File: src/rtl/zigbee_pkg.sv
// Shared types and the 802.15.4 symbol-0 PN sequence used by the spreader and
// the chip lookup.
package zigbee_pkg;

  typedef logic [3:0] symbol_t;
  typedef logic [4:0] chip_idx_t;

  typedef enum logic {
    ST_IDLE = 1'b0,
    ST_SEND = 1'b1
  } spread_state_t;

  // c0 is the leftmost bit, so index [0] is the first chip on air.
  localparam logic [0:31] CHIP_SEQ_0 = 32'b1101_1001_1100_0011_0101_0010_0010_1110;

endpackage

File: src/rtl/zigbee_chip_lut.sv
// Combinational symbol -> 32-chip PN lookup. Symbols 1-7 are right rotations of
// symbol 0 by 4 chips per step, and symbols 8-15 invert the odd chips of symbol k-8.
module zigbee_chip_lut
  import zigbee_pkg::*;
(
  input  symbol_t      sym_i,
  output logic [0:31]  chips_o
);

  chip_idx_t rot;
  assign rot = {sym_i[2:0], 2'b00};

  for (genvar gi = 0; gi < 32; gi++) begin : g_chip
    chip_idx_t src;
    // Rotating right by rot chips means output chip gi comes from chip gi-rot.
    assign src        = chip_idx_t'(gi) - rot;
    assign chips_o[gi] = CHIP_SEQ_0[src] ^ (sym_i[3] & ((gi % 2) == 1));
  end

endmodule

File: src/rtl/zigbee_chip_spreader.sv
// O-QPSK transmit spreader: takes PSDU bytes, emits two 32-chip symbols per byte
// (low nibble first), one chip per chip-rate strobe, gapless across bytes.
module zigbee_chip_spreader
  import zigbee_pkg::*;
#(
  parameter int   CHIPS     = 32,
  parameter logic IDLE_CHIP = 1'b0
) (
  input  logic       clk,
  input  logic       rst,
  input  logic [7:0] inData,
  input  logic       inValid,
  output logic       outReady,
  input  logic       inChipEn,
  output logic       outChip,
  output logic       outChipValid,
  output logic       outSymStart,
  output logic       outBusy
);

  localparam chip_idx_t LAST_IDX = chip_idx_t'(CHIPS - 1);

  spread_state_t state_q;
  logic [7:0]    byte_q;
  logic          nib_q;
  chip_idx_t     idx_q;
  logic          chip_q;
  logic          chip_valid_q;
  logic          sym_start_q;

  symbol_t       sym_d;
  logic [0:31]   sym_chips;
  logic          last_chip;

  assign sym_d     = nib_q ? byte_q[7:4] : byte_q[3:0];
  assign last_chip = nib_q & (idx_q == LAST_IDX);

  zigbee_chip_lut u_lut (
    .sym_i   (sym_d),
    .chips_o (sym_chips)
  );

  // Ready during SEND only on the final chip strobe, so the next byte lands gaplessly.
  assign outReady     = (state_q == ST_IDLE) | ((state_q == ST_SEND) & last_chip & inChipEn);
  assign outChip      = chip_q;
  assign outChipValid = chip_valid_q;
  assign outSymStart  = sym_start_q;
  assign outBusy      = (state_q == ST_SEND);

  always_ff @(posedge clk) begin
    if (rst) begin
      state_q      <= ST_IDLE;
      byte_q       <= '0;
      nib_q        <= 1'b0;
      idx_q        <= '0;
      chip_q       <= IDLE_CHIP;
      chip_valid_q <= 1'b0;
      sym_start_q  <= 1'b0;
    end else begin
      chip_valid_q <= 1'b0;
      sym_start_q  <= 1'b0;
      case (state_q)
        ST_IDLE: begin
          chip_q <= IDLE_CHIP;
          if (inValid) begin
            byte_q  <= inData;
            nib_q   <= 1'b0;
            idx_q   <= '0;
            state_q <= ST_SEND;
          end
        end
        ST_SEND: begin
          if (inChipEn) begin
            chip_q       <= sym_chips[idx_q];
            chip_valid_q <= 1'b1;
            sym_start_q  <= (idx_q == '0);
            if (idx_q != LAST_IDX) begin
              idx_q <= idx_q + 5'd1;
            end else if (!nib_q) begin
              idx_q <= '0;
              nib_q <= 1'b1;
            end else if (inValid) begin
              byte_q <= inData;
              nib_q  <= 1'b0;
              idx_q  <= '0;
            end else begin
              nib_q   <= 1'b0;
              idx_q   <= '0;
              state_q <= ST_IDLE;
            end
          end
        end
        default: state_q <= ST_IDLE;
      endcase
    end
  end

endmodule

File: config.mk
export PLATFORM = sky130hd
export DESIGN_NAME = zigbee_chip_spreader
export DESIGN_NICKNAME = d
export VERILOG_FILES = /design/src/rtl/zigbee_pkg.sv /design/src/rtl/zigbee_chip_lut.sv /design/src/rtl/zigbee_chip_spreader.sv
export SDC_FILE = /design/constraint.sdc
export NUM_CORES = 1
export LEC_CHECK = 0
export ABC_AREA = 0
export BUFFER_PORTS_ARGS = -buffer_cell sky130_fd_sc_hd__buf_2
export CORE_ASPECT_RATIO = 0.9
export CORE_MARGIN = 8
export CORE_UTILIZATION = 54
export DETAILED_ROUTE_END_ITERATION = 6
export PLACE_DENSITY = 0.76
export SLEW_MARGIN = 20
export SYNTH_ARGS = -nofsm -noshare
export SYNTH_HDL_FRONTEND = slang
export SYNTH_SLANG_ARGS = --single-unit
File: constraint.sdc
create_clock -name clk -period 3 [get_ports clk]
set_input_delay 0.15 -clock clk [delete_from_list [all_inputs] [get_ports clk]]
set_output_delay 0.15 -clock clk [all_outputs]
set_load 0.05 [all_outputs]
==> impl_metrics.py <==
metrics = {
    "synth": {
        "ys_ff_latch": 18,
        "synth.area.top_cells": "dfxtp_1 (20%), mux2i_1 (11%), nor2_1 (5.6%)",
        "synth_cell_types": 51,
        "synth-edff-count": 0,
        "yosysWarnings": 0,
        "synthesis.area_um2": 1800,
        "async_flop_share_pct": 0,
        "syn_nets": 251,
        "avgSynthCellArea_um2": 7.79,
        "yosysTopAreaCellShare_pct": 20.0,
        "netlist_instances": 231,
        "ys.flop_type": "dfxtp_1",
        "ys_seq_area_share_pct": 20.0,
        "synth_top_cell_by_area": "dfxtp_1",
    },
    "pwr": {
        "power_mw": 0.656,
        "p_per_area_nw_per_um2": 330,
        "max-vdd-ir-drop_mv": 0.402,
        "seq_power_share_pct": 40.2,
        "p_switching_mw": 0.225,
        "leakage_nw": 0.804,
        "power.share.switching_pct": 34.3,
        "clockPowerShare_pct": 25.2,
        "p_comb_share_pct": 34.6,
        "internal-power_mw": 0.430,
    },
    "detailed_routing": {
        "wl_per_cell_um": 16.4,
        "drt_first_iter_violations": 224,
        "via_count": 1804,
        "ant_nets": 0,
        "vias_per_cell": 6.29,
        "dr.pass1.iters": 6,
        "route.detailed.drc": 0,
        "drt-total-wl_um": 4700,
    },
    "cells_and_area": {
        "multiInputGateArea_um2": 1350,
        "n_antenna_cell": 0,
        "areaGrowthSynthToFinish_pct": 10.4,
        "final_cells": 287,
        "fin_nets": 265,
        "layout-drive-gt1-share_pct": 18.5,
        "layout_commonest_cell": "nor2_1",
        "fillers": 308,
        "finalInstanceArea_um2": 1990,
        "regArea_um2": 360,
        "final_cell_mix": "nor2_1 (27), nand2_1 (20), mux2i_1 (20)",
    },
    "sta": {
        "drv_slew": 0,
        "rsz0062_at_grt": "no",
        "whs_ns": 0.135,
        "skew_ns": 0.00207,
        "max_slew_margin_pct": 67.3,
        "post-route-period-util_pct": 91.5,
        "finalSetupViolations": 0,
        "timing.final.crit_period_ns": 2.74,
        "tightestPinTransition_ns": 0.488,
        "hold_viol_final": 0,
        "tns_ns": 0,
        "max_freq_mhz": 364,
    },
    "hold_path": {
        "hp-class": "in2reg",
    },
    "placed_design": {
        "port-buffer-count": 16,
        "place_congestion": 0.935,
        "placedCellCount": 284,
        "dpl.hpwl_um": 3380,
        "postPlaceCellArea_um2": 1950,
    },
    "floorplan": {
        "start_util_pct": 54.9,
        "die-width_um": 76.9,
        "fp.dieH_um": 70.8,
        "die_area_um2": 5440,
        "io_pins": 17,
        "rows": 20,
        "core_area_um2": 3280,
    },
    "setup_path": {
        "worst_setup_path_start_kind": "flip-flop",
        "end_kind": "flip-flop",
        "cp_max_fo": 5,
        "critical_path_class": "reg2reg",
        "reg2reg_slack_ns": 0.26,
        "cp.arrival_ns": 2.87,
        "worst_ep_required_time_ns": 3.12,
    },
    "run_status": {
        "status": "complete, no violations",
    },
    "clock_tree": {
        "cts_buffers": 3,
        "clock-sinks": 18,
        "cts_resized": 0,
        "clock-root-buffer": "clkbuf_8",
        "cts_tree": "done",
        "holdBufCountCts": 0,
        "clk_path_buf_depth": 2,
        "postCtsSetupRepairBufs": 0,
        "clk_pin_slew_ns": 0.07,
        "h-tree-depth": 1,
        "clk_latency_ns": 0.25,
    },
    "global_routing": {
        "grt_max_degree": 27,
        "antenna_found_initial": 0,
        "grt_first_pass_wirelength_um": 7630,
        "overflow": 0,
        "grt_pass1_vias": 1577,
        "grt_use_total_pct": 16.6,
    },
    "run": {
        "cap_violations": 0,
    },
}
cells by family (layout without fill, tap and decap cells):
family | after synthesis | after routing | synth area share (%)
flops | 18 | 18 | 20.0
mux | 29 | 29 | 18.8
simple gates | 75 | 75 | 19.1
fa+ha+maj | 8 | 8 | 5.56
xor+xnor | 14 | 14 | 6.81
compound gates | 63 | 63 | 24.0
buf+inv | 24 | 36 | 5.70
routing by layer:
| layer | wire length, um | track usage, % | vias to the layer above | part of all wire (%) |
|---|---|---|---|---|
| met3 | 361 | 2.28 | 11 | 7.7 |
| met5 | 0 | 0 | - | 0 |
| met1 | 2160 | 22.8 | 834 | 46 |
| li1 | - | - | 871 | - |
| met4 | 47 | 4.05 | 0 | 1.0 |
| met2 | 2130 | 26.4 | 88 | 45 |
flip-flops by register name (all words and copies together), names as in the netlist:
name,flops
outBusy,1
outSymStart,1
outChipValid,1
idx_q,5
nib_q,1
outChip,1
byte_q,8
area by class of cell:
class	count	area share (%)
Inverter	6	1.20
Timing Repair Buffer	27	8.18
Multi-Input combinational cell	189	67.7
Tap cell	44	2.77
Clock buffer	3	2.08
Sequential cell	18	18.1
worst max-delay path, stage by stage, from the launching register on:
cell	delay [ns]
dfxtp_1	0.45
mux2i_4	0.29
clkinv_2	0.08
ha_1	0.23
xor2_1	0.18
a32oi_2	0.34
mux4_2	0.56
o221ai_1	0.21
a221o_1	0.20
a311oi_2	0.09
through the flow:
stage	utilization [%]	setup slack, ns
final	60.6	0.256
after global routing	60.6	0.0441
after CTS	60.6	0.251
after detailed placement	59.4	0.309
after global placement	59.4	0.388
after floorplan	-	0.00779
worst paths after layout:
kind,start,end,cells after the start
worst max-delay path,nib_q$_SDFFE_PP0P_,outChip$_SDFFE_PP0N_,9
worst min-delay path,inData[5],byte_q[5]$_SDFFE_PP0P_,3
worst max register to register,nib_q$_SDFFE_PP0P_,outChip$_SDFFE_PP0N_,9
worst min register to register,byte_q[0]$_SDFFE_PP0P_,byte_q[0]$_SDFFE_PP0P_,2
power by group through the flow:
stage	Combinational [mW]	Clock [mW]	Sequential [mW]
after floorplan	0.164	0	0.275
after global placement	0.219	0	0.269
after detailed placement	0.224	0	0.269
after CTS	0.224	0.169	0.264
after global routing	0.246	0.179	0.266
final	0.227	0.165	0.264
synthesized netlist by cell type (8+ instances only):
cell type and number:
mux2i_1 20, xnor2_1 11, a21oi_1 18, clkbuf_1 13
ha_1 8, o21ai_0 10, nand2_1 20, nor2_1 27
nand3_1 10, dfxtp_1 18
Power figures use the tool's default switching activity.
